### config.mk
export PLATFORM = sky130hd
export DESIGN_NAME = fifo_rd_drain
export DESIGN_NICKNAME = d
export VERILOG_FILES = /design/src/rtl/fifo_rd_pkg.sv /design/src/rtl/fifo_rd_skid.sv /design/src/rtl/fifo_rd_drain.sv
export SDC_FILE = /design/constraint.sdc
export NUM_CORES = 1
export LEC_CHECK = 0
export CAP_MARGIN = 20
export CORE_UTILIZATION = 25
export CTS_BUF_LIST = sky130_fd_sc_hd__clkbuf_2 sky130_fd_sc_hd__clkbuf_4 sky130_fd_sc_hd__clkbuf_8
export CTS_CLUSTER_DIAMETER = 200
export DETAILED_ROUTE_END_ITERATION = 10
export PLACE_DENSITY = 0.49
export SLEW_MARGIN = 20
export SYNTH_ARGS = -nofsm -noshare
export SYNTH_HDL_FRONTEND = slang
export SYNTH_SLANG_ARGS = --single-unit
### constraint.sdc
create_clock -name rd_clk -period 3.52 [get_ports rd_clk]
set_input_delay 1.056 -clock rd_clk [delete_from_list [all_inputs] [get_ports rd_clk]]
set_output_delay 1.056 -clock rd_clk [all_outputs]
set_load 0.01 [all_outputs]
### src/rtl/fifo_rd_pkg.sv
// Shared types and constants for the asynchronous FIFO read-side drain block.
package fifo_rd_pkg;

  localparam int unsigned DATA_W_DEFAULT = 8;
  localparam int unsigned SKID_DEPTH     = 2;
  localparam int unsigned OCC_W          = 2;
  localparam int unsigned CNT_W          = 16;

  typedef logic [OCC_W-1:0] occ_t;
  typedef logic [CNT_W-1:0] cnt_t;

  localparam cnt_t CNT_MAX = '1;

  // Occupancy after this cycle's capture/pop; the operands never exceed 2 in total.
  function automatic occ_t occ_after(input occ_t cnt, input logic add, input logic sub);
    return occ_t'(cnt + occ_t'(add) - occ_t'(sub));
  endfunction

endpackage

### src/rtl/fifo_rd_skid.sv
// Two-entry register skid buffer: captures FIFO read data at the tail, presents the oldest byte at the head.
module fifo_rd_skid
  import fifo_rd_pkg::*;
#(
  parameter int unsigned DATA_W = DATA_W_DEFAULT,
  parameter int unsigned DEPTH  = SKID_DEPTH
) (
  input  logic              rd_clk,
  input  logic              rst,
  input  logic              wr_en,
  input  logic [DATA_W-1:0] wr_data,
  input  logic              pop,
  output logic [DATA_W-1:0] head_data,
  output occ_t              stored
);

  logic [DATA_W-1:0] mem [DEPTH];
  logic              head_ptr;
  logic              tail_ptr;
  occ_t              cnt_q;

  // Storage, pointers and occupancy; reset flushes contents so the head reads zero.
  always_ff @(posedge rd_clk) begin
    if (rst) begin
      head_ptr <= 1'b0;
      tail_ptr <= 1'b0;
      cnt_q    <= '0;
      for (int i = 0; i < int'(DEPTH); i++) begin
        mem[i] <= '0;
      end
    end else begin
      if (wr_en) begin
        mem[tail_ptr] <= wr_data;
        tail_ptr      <= ~tail_ptr;
      end
      if (pop) begin
        head_ptr <= ~head_ptr;
      end
      cnt_q <= occ_after(cnt_q, wr_en, pop);
    end
  end

  // Guard against popping an empty buffer or writing into a full one.
  always_ff @(posedge rd_clk) begin
    if (!rst) begin
      assert (!(pop && (cnt_q == '0)));
      assert ((3'(cnt_q) + 3'(wr_en)) <= 3'(DEPTH));
    end
  end

  assign head_data = mem[head_ptr];
  assign stored    = cnt_q;

endmodule

### src/rtl/fifo_rd_drain.sv
// Read-side drain controller: issues rd_enb to the FIFO, absorbs its one-cycle read
// latency in a 2-entry skid buffer and streams bytes out on m_valid/m_ready.
// Optional transfer counter output rd_cnt when FIFO_RD_DRAIN_CNT_EN is defined.
module fifo_rd_drain #(
  parameter int unsigned DATA_W     = fifo_rd_pkg::DATA_W_DEFAULT,
  parameter int unsigned SKID_DEPTH = fifo_rd_pkg::SKID_DEPTH
) (
  input  logic              rd_clk,
  input  logic              rst,
  input  logic              empty,
  input  logic [DATA_W-1:0] data_out,
  output logic              rd_enb,
  output logic [DATA_W-1:0] m_data,
  output logic              m_valid,
  input  logic              m_ready
`ifdef FIFO_RD_DRAIN_CNT_EN
  ,
  output logic [15:0]       rd_cnt
`endif
);

  import fifo_rd_pkg::*;

  occ_t stored;
  logic inflight;
  logic pop_c;
  occ_t occ_next_c;

  // Transfer handshake and read issue; reads stop once buffered plus in-flight bytes reach the skid depth.
  always_comb begin
    pop_c      = 1'b0;
    occ_next_c = '0;
    rd_enb     = 1'b0;
    pop_c      = m_valid && m_ready;
    occ_next_c = occ_after(stored, inflight, pop_c);
    rd_enb     = !rst && !empty && (occ_next_c < occ_t'(SKID_DEPTH));
  end

  // A read issued this cycle returns data next cycle; reset discards it.
  always_ff @(posedge rd_clk) begin
    if (rst) begin
      inflight <= 1'b0;
    end else begin
      inflight <= rd_enb;
    end
  end

  // Buffered plus in-flight bytes must never exceed the skid depth.
  always_ff @(posedge rd_clk) begin
    if (!rst) begin
      assert ((3'(stored) + 3'(inflight)) <= 3'(SKID_DEPTH));
    end
  end

  fifo_rd_skid #(
    .DATA_W (DATA_W),
    .DEPTH  (SKID_DEPTH)
  ) u_skid (
    .rd_clk    (rd_clk),
    .rst       (rst),
    .wr_en     (inflight),
    .wr_data   (data_out),
    .pop       (pop_c),
    .head_data (m_data),
    .stored    (stored)
  );

  assign m_valid = (stored != '0);

`ifdef FIFO_RD_DRAIN_CNT_EN
  cnt_t cnt_q;

  // Saturating count of completed downstream transfers.
  always_ff @(posedge rd_clk) begin
    if (rst) begin
      cnt_q <= '0;
    end else if (pop_c && (cnt_q != CNT_MAX)) begin
      cnt_q <= cnt_q + cnt_t'(1);
    end
  end

  assign rd_cnt = cnt_q;
`endif

endmodule

==> metrics.md <==
| Metric | Value |
|---|---|
| Die extent in x | 64.6 um |
| Crit path kind | in -> out |
| Skew final | 2.46 ps |
| Layout overhead on the synthesized area | 32.4% |
| H-tree Lvls | 1 |
| CTS buffer count | 3 |
| # setup viols final | 0 |
| GRT overflow | 0 |
| Clock Latency Late Sink | around 250 ps |
| Worst setup SP type | input pin |
| Clock root cell | clkbuf_8 |
| CP Max Fanout | 3 |
| Hold Path Class | reg -> reg |
| Run status | finished clean |
| Final WL | 1730 um |
| Share of cells above drive strength 1 | approximately a fifth |
| Crit path capture type | primary output |
| Die H | roughly 65 um |
| Mapped Nets | 92 |
| Vias | roughly 630 |
| Seq/Total Area, Yosys | about three fifths |
| DR DRC count | 0 |
| Largest net degree at the start of global routing | 16 |
| Library cells used by synthesis | 17 |
| R2r setup slk | ~2000 ps |
| PwrDens | about 630 nW/um^2 |
| DR vias/cell | 4.14 |
| Final Hold Vio Count | 0 |
| GRT Total Usage | 9.75% |
| Final Core Density | a little over a third |
| Synth Register Bits | 22 |
| Antenna fix cells | 0 |
| Final nets | 118 |
| Core Area | between 3000 and 4000 sq um |
| Reg clk slew, reported paths | 80 ps |
| Vias in the first global route | ~640 |
| Row count | 22 |
| IO Pins | 22 |
| Non-Filler Instances | between 150 and 200 |
| Antenna viol nets, final | 0 |
| Pre-Repair DR Iteration Count | 4 |
| Relative slew slack | between 70% and 80% |
| Fmax | between 0.2 and 0.3 GHz |
| RD Place Congestion | 0.674 |
| Die area | around 4200 sq um |
| Sink Count | 22 |
| Fin. max-slew vios | 0 |
| Port Buf Inserts | 21 |
| Initial DRC Count | 16 |
| Max_cap viols | 0 |
| Starting Density | a little over a quarter |
| Fin crit period | ~3400 ps |
| Cell total after placement | about 150 |
| # fillers | approximately 360 |
| YS warnings | 0 |
| RSZ-0062 raised after global routing | no |
| Syn Inst Count | 78 |
| Worst EP arrival | about 2300 ps |
| Leakage | roughly 0.49 nW |
| Slew @ Worst Pin | ~420 ps |
| Initial antenna violation count | 0 |
| First-pass GRT wire length | 2880 um |
| Critical Path RT | between 2000 and 2500 ps |
| Detailed placer's ending HPWL | between 1000 and 1500 um |
| Avg WL per Cell | ~11 um |
| Worst IR drop on VDD | between 0.1 and 0.15 mV |
| Synth Cell Area | 978 sq um |
| Hold buffer count at CTS | 0 |
| Mean area per synthesized cell | around 13 sq um |
| Final Cycle Share | a little over nine tenths |
| CTS tree | yes |
| Max Root-Sink Buffers | 2 |
[critical path, cell delays in order]
cell    delay, ps
buf_2          90
o21a_1        110
ha_1          290
inv_1          60
ha_2          160
xor3_1        240
nor3_1        140
buf_2         150
[cell families (layout without fill, tap and decap cells)]
| kind of cell | count (synthesis) | count (layout) | share of synthesized area (%) |
|---|---|---|---|
| muxes | 10 | 10 | 11.5 |
| adders and majority gates | 2 | 2 | 2.56 |
| and+or+nand+nor | 36 | 36 | 18.3 |
| AOI/OAI and AO/OA | 2 | 2 | 1.28 |
| xor gates and xnor gates | 1 | 1 | 2.43 |
| buffers and inverters | 5 | 30 | 2.56 |
| DFF | 22 | 22 | 61.4 |
[through the flow]
stage	setup TNS (ps)	hold slack (ps)	cell area, sq um	power (mW)	setup slack [ps]
floorplan	0	456	978	0.532	334
global placement	-527	467	1250	0.650	-527
detailed placement	-577	475	1250	0.654	-577
CTS	0	485	1290	0.822	16.8
global route	0	526	1290	0.865	93.6
finish	0	487	1290	0.811	168
[final timing paths]
check | start | end | cells past startpoint
setup / recovery | m_ready | rd_enb | 8
hold / removal | u_skid.tail_ptr$_SDFFE_PP0P_ | u_skid.tail_ptr$_SDFFE_PP0P_ | 2
setup reg to reg | u_skid.stored[0]$_SDFF_PP0_ | u_skid.stored[1]$_SDFF_PP0_ | 6
hold reg to reg | u_skid.tail_ptr$_SDFFE_PP0P_ | u_skid.tail_ptr$_SDFFE_PP0P_ | 2
[power by group]
part | internal (mW) | switching [mW]
clock | 0.0882 | 0.0759
sequential | 0.328 | 0.0301
combinational | 0.180 | 0.108
total | 0.596 | 0.214
[repair_timing]
item                       4_1_cts  5_1_grt
pin swaps                        3        2
gates resized for setup          8        0
setup endpoints to repair        1        1
setup buffers                    1        0
[area by class of cell]
cell class | count | area (sq um) | share of cell area, %
clock buffer | 4 | 48.8 | 3.77
inverter | 2 | 7.51 | 0.580
multi-input combinational | 51 | 355 | 27.4
sequential | 22 | 601 | 46.4
tap | 48 | 60.1 | 4.64
timing repair buffer | 24 | 223 | 17.2
[metal layers]
layer  track usage [%]  vias to the layer above  wire [um]
li1                  -                      316          -
met1              10.5                      292        741
met2              15.8                       13        862
met3              2.82                        4         79
met4              8.06                        0         46
met5                 0                        -          0
[cell usage after synthesis (all sizes together)]
| cell | count | area share [%] |
|---|---|---|
| nor2 | 17 | 6.5 |
| edfxtp | 16 | 49 |
| nand2b | 12 | 7.7 |
| mux2 | 10 | 12 |
| dfxtp | 6 | 12 |
| buf | 3 | 1.8 |
| ha | 2 | 2.6 |
| inv | 2 | 0.77 |
| nor2b | 2 | 1.3 |
| nor3 | 2 | 1.0 |
| a21oi | 1 | 0.51 |
| and2b | 1 | 0.77 |
| nand2 | 1 | 0.38 |
| o21a | 1 | 0.77 |
| or2 | 1 | 0.64 |
| xor3 | 1 | 2.4 |
[flip-flops by register name, indices dropped and copies added (netlist names), named ones only]
| name | flops |
|---|---|
| u_skid.mem | 16 |
| u_skid.head_ptr | 1 |
| inflight | 1 |
| u_skid.stored | 2 |
| u_skid.tail_ptr | 1 |
[cell usage in the layout, fill, tap and decap left out, drive strengths merged, types with 2 or more instances in the layout]
master | synthesis | layout
clkdlybuf4s50 | 0 | 19
nor2 | 17 | 17
edfxtp | 16 | 16
nand2b | 12 | 12
mux2 | 10 | 10
dfxtp | 6 | 6
buf | 3 | 5
clkbuf | 0 | 4
inv | 2 | 2
nor3 | 2 | 2
nor2b | 2 | 2
ha | 2 | 2
Note: power is estimated with default switching activity, not from simulation.
==> variant 1, RTL diff (same flow settings) <==
Add a define of `FIFO_RD_DRAIN_CNT_EN`.
--- a/src/rtl/fifo_rd_drain.sv
+++ b/src/rtl/fifo_rd_drain.sv
@@ -1,6 +1,8 @@
 // Read-side drain controller: issues rd_enb to the FIFO, absorbs its one-cycle read
 // latency in a 2-entry skid buffer and streams bytes out on m_valid/m_ready.
 // Optional transfer counter output rd_cnt when FIFO_RD_DRAIN_CNT_EN is defined.
+`define FIFO_RD_DRAIN_CNT_EN
+
 module fifo_rd_drain #(
   parameter int unsigned DATA_W     = fifo_rd_pkg::DATA_W_DEFAULT,
   parameter int unsigned SKID_DEPTH = fifo_rd_pkg::SKID_DEPTH
Function (old outputs only; new: rd_cnt): kept (equiv_simple and equiv_induct, registers matched by name and starting in step).
==> variant 1 against the original RTL <==
Cell count up 100%; setup slack gained 0.0028 ns; final area is 91% higher; area after synthesis rose by 86%; critical path depth rose by 1; sequential cell count increased by 16; total power is 71% higher; clock skew up 0.0011 ns; routed wire length rose by 130%; largest cell class unchanged; highest routed layer unchanged.
==> variant 1: results (changes against the original RTL) <==
multiInputGateArea_sq_um: 881  # +150%
yosys-top-cells-area: "edfxtp_1, dfxtp_1, mux2_2"
port_buffers: 37  # +76%
n_all_inverters: 6  # +4
buffers: 42  # +75%
fillers: 737  # +100%
p_leak_nw: 0.897  # +83%
post-dp-hpwl_mm: 2.71  # +130%
n_tap_cell: 96  # +100%
grt.total_usage_pct: 11.0  # +1.3 points
worst_pin_slew_ns: 0.904  # +0.486 ns
multi_input_cells: 119  # +130%
hold_start: "u_skid.head_ptr"
grt_max_degree: 36  # +20
first_global_vias: 1345  # +110%
htree_num_levels: 2  # +1
place_area_sq_mm: 0.00231  # +86%
routed_wl_mm: 3.97  # +130%
status: "completed"
viasPerCell: 4.51  # +9.1%
place.gp.congestion: 0.731  # +8.5%
fin_skew_ns: 0.00352  # +0.00106 ns
r2r_slack_ns: 1.48  # -0.50 ns
wire_per_inst_um: 12.9  # +12%
ir_drop_uv: 173  # +23%
synthAdderAreaFrac_pct: 2.07  # -0.49 points
synth_nets: 184  # +100%
r2r-end: "rd_cnt[11]"
dp.cells: 300  # +110%
synth_compound_area_share_pct: 7.85  # +6.6 points
synth_ff_type: "dfxtp_1"
cp_slowest_cell: "ha_4"
-- variant 1: routing by layer --
layer / track usage (%) / routed length, um / up-vias
li1: - / - / 697
met3: 2.94 / 182 / 5
met5: 0 / 0 / -
met4: 3.87 / 41 / 0
met1: 14.0 / 1870 / 661
met2: 18.0 / 1880 / 32
-- variant 1: power by group --
part	switching, mW	internal (mW)	leakage (nW)
registers	0.0450	0.515	0.345
clock network	0.161	0.284	0.0683
logic	0.146	0.236	0.484
-- variant 1: worst max-delay path, delay by kind of cell --
family          cells  cell delay, ns
fa+ha+maj           2            0.43
xor+xnor            2            0.28
buf+inv             3            0.27
compound gates      1            0.13
simple gates        1            0.12
-- variant 1: worst min-delay path by stage --
stage / to / slack, ns
finish: u_skid.head_ptr / 0.52
global route: rd_cnt[1] / 0.55
CTS: u_skid.head_ptr / 0.53
detailed placement: flip-flop / 0.50
global placement: u_skid.head_ptr / 0.50
floorplan: flip-flop / 0.48
==> variant 2, RTL diff (same flow settings) <==
Without the edit above. The package constant `OCC_W` goes from 2 to 4.
--- a/src/rtl/fifo_rd_pkg.sv
+++ b/src/rtl/fifo_rd_pkg.sv
@@ -3,7 +3,7 @@
 
   localparam int unsigned DATA_W_DEFAULT = 8;
   localparam int unsigned SKID_DEPTH     = 2;
-  localparam int unsigned OCC_W          = 2;
+  localparam int unsigned OCC_W          = 4;
   localparam int unsigned CNT_W          = 16;
 
   typedef logic [OCC_W-1:0] occ_t;
Check against the original RTL: same outputs for any inputs over 10 cycles, from zero or initial values and one cycle with rst high; that may be too few to reach the edited logic, so the function may still have changed.
==> variant 2 against the original RTL <==
The flow now finishes with violations (setup timing); hold slack improved by 0.050 ns; area after synthesis rose by 16%; routed wire length rose by 24%; critical path depth rose by 2; setup slack got worse by 0.34 ns; sequential cell count rose by 2; final area rose by 25%; largest cell class unchanged; highest routed layer unchanged.
Power is not compared: it rests on default switching activity, and its combinational part moved more than twofold at a synthesized area within 25%.
==> variant 2: results (changes against the original RTL) <==
p_sw_uw: 371
place.gp.congestion: 0.771  # +15%
cts_root_buffer: "clkbuf_8"
crit_family: "adder cells"
viasPerCell: 4.25  # +2.8%
yosysWarnings: 0  # unchanged
synth_cell_types: 26  # +9
fillers: 427  # +18%
vias: 753  # +20%
worstPathMaxFanout: 2  # -1
first_global_vias: 772  # +20%
ys_seq_area_share_pct: 56.6  # -4.8 points
wire_per_inst_um: 12.2  # +6.1%
htree_num_levels: 1  # unchanged
status: "finished with violations"
fin_ws_ns: -0.172  # -0.340 ns
dr.pass1.iters: 3  # -1
dp.cells: 170  # +16%
post-dp-hpwl_mm: 1.56  # +31%
drive_above_1_share_pct: 36.0  # +16 points
antenna_found_initial: 0  # unchanged
grt_max_degree: 15  # -1
port_buffers: 21  # unchanged
top_register: "u_skid.mem"
worst_pin_slew_ns: 0.506  # +0.0881 ns
p_seq_share_pct: 33.0
critPathMaxStageDelay_ns: 0.54  # +0.25 ns
hp-class: "reg -> reg"
largest_reg_flops: 16  # unchanged
async_reset_ff_share_pct: 0  # unchanged
synth_common_cells: "and2_1, edfxtp_1, dfxtp_1, inv_1, mux2_2"
finalSetupViolCount: 1  # +1
clockBufferDepth: 2  # unchanged
drt-initial-drc-count: 15  # -1
grt_pass1_wl_mm: 3.66  # +27%
yosys-top-cells-area: "edfxtp_1, dfxtp_1, and2_1"
nets: 144  # +22%
violations: "setup timing"
tns_ns: -0.172  # -0.172 ns
p_leak_nw: 0.622
synthCells: 91  # +17%
synth_edf_count: 16  # unchanged
p_clk_uw: 238
cp_slowest_cell: "fa_2"
synth_nets: 109  # +18%
fin_skew_ns: 0.00408  # +0.00162 ns
cts_made_buffers: 3  # unchanged
grt.total_usage_pct: 9.71  # -0.037 points
variant 2: kinds of logic after synthesis:
kind of cell,after synthesis,synth area share [%]
compound gates,6,3.98
flops,24,56.6
fa+ha+maj,6,7.29
simple gates,34,18.9
xor+xnor,2,1.55
mux,8,7.96
buf+inv,11,3.76
variant 2: path summary, 6_finish.rpt:
path / from / end / slack (ns) / depth (start not counted)
worst max-delay path: m_ready / rd_enb / -0.17 / 10
worst min-delay path: u_skid.head_ptr / u_skid.head_ptr / 0.54 / 2
worst max register to register: u_skid.stored[2] / inflight / 1.07 / 12
worst min register to register: u_skid.head_ptr / u_skid.head_ptr / 0.54 / 2
variant 2: per-layer routing:
| metal | vias to the layer above | share of wire, % | global-route usage [%] |
|---|---|---|---|
| met5 | - | 0 | 0 |
| met3 | 2 | 3.8 | 2.91 |
| met1 | 363 | 47 | 12.3 |
| li1 | 374 | - | - |
| met4 | 0 | 0.56 | 2.72 |
| met2 | 14 | 48 | 16.0 |
variant 2: what timing repair did:
item	4_1_cts	5_1_grt
gates resized for setup	14	0
hold buffers	0	0
buffers inserted	2	1
pin swaps	5	0
setup endpoints to repair	1	1
variant 2: layout make-up:
cell class	count	area share (%)
clock buffers	3	2.56
clock inverters	1	1.86
inverters	9	2.09
multi-input cells	56	31.8
flip-flops and latches	24	39.8
well taps	52	4.03
repair buffers	32	17.9
variant 2: through the flow:
step	utilization [%]	setup WS [ns]	instance area [sq um]	power, mW
floorplan	-	0.0212	1180	0.736
global placement	34.7	-0.994	1510	0.949
detailed placement	34.7	-0.991	1510	0.959
CTS	36.9	-0.184	1610	1.22
global route	37.1	-0.279	1610	1.32
finish	37.1	-0.172	1610	1.23
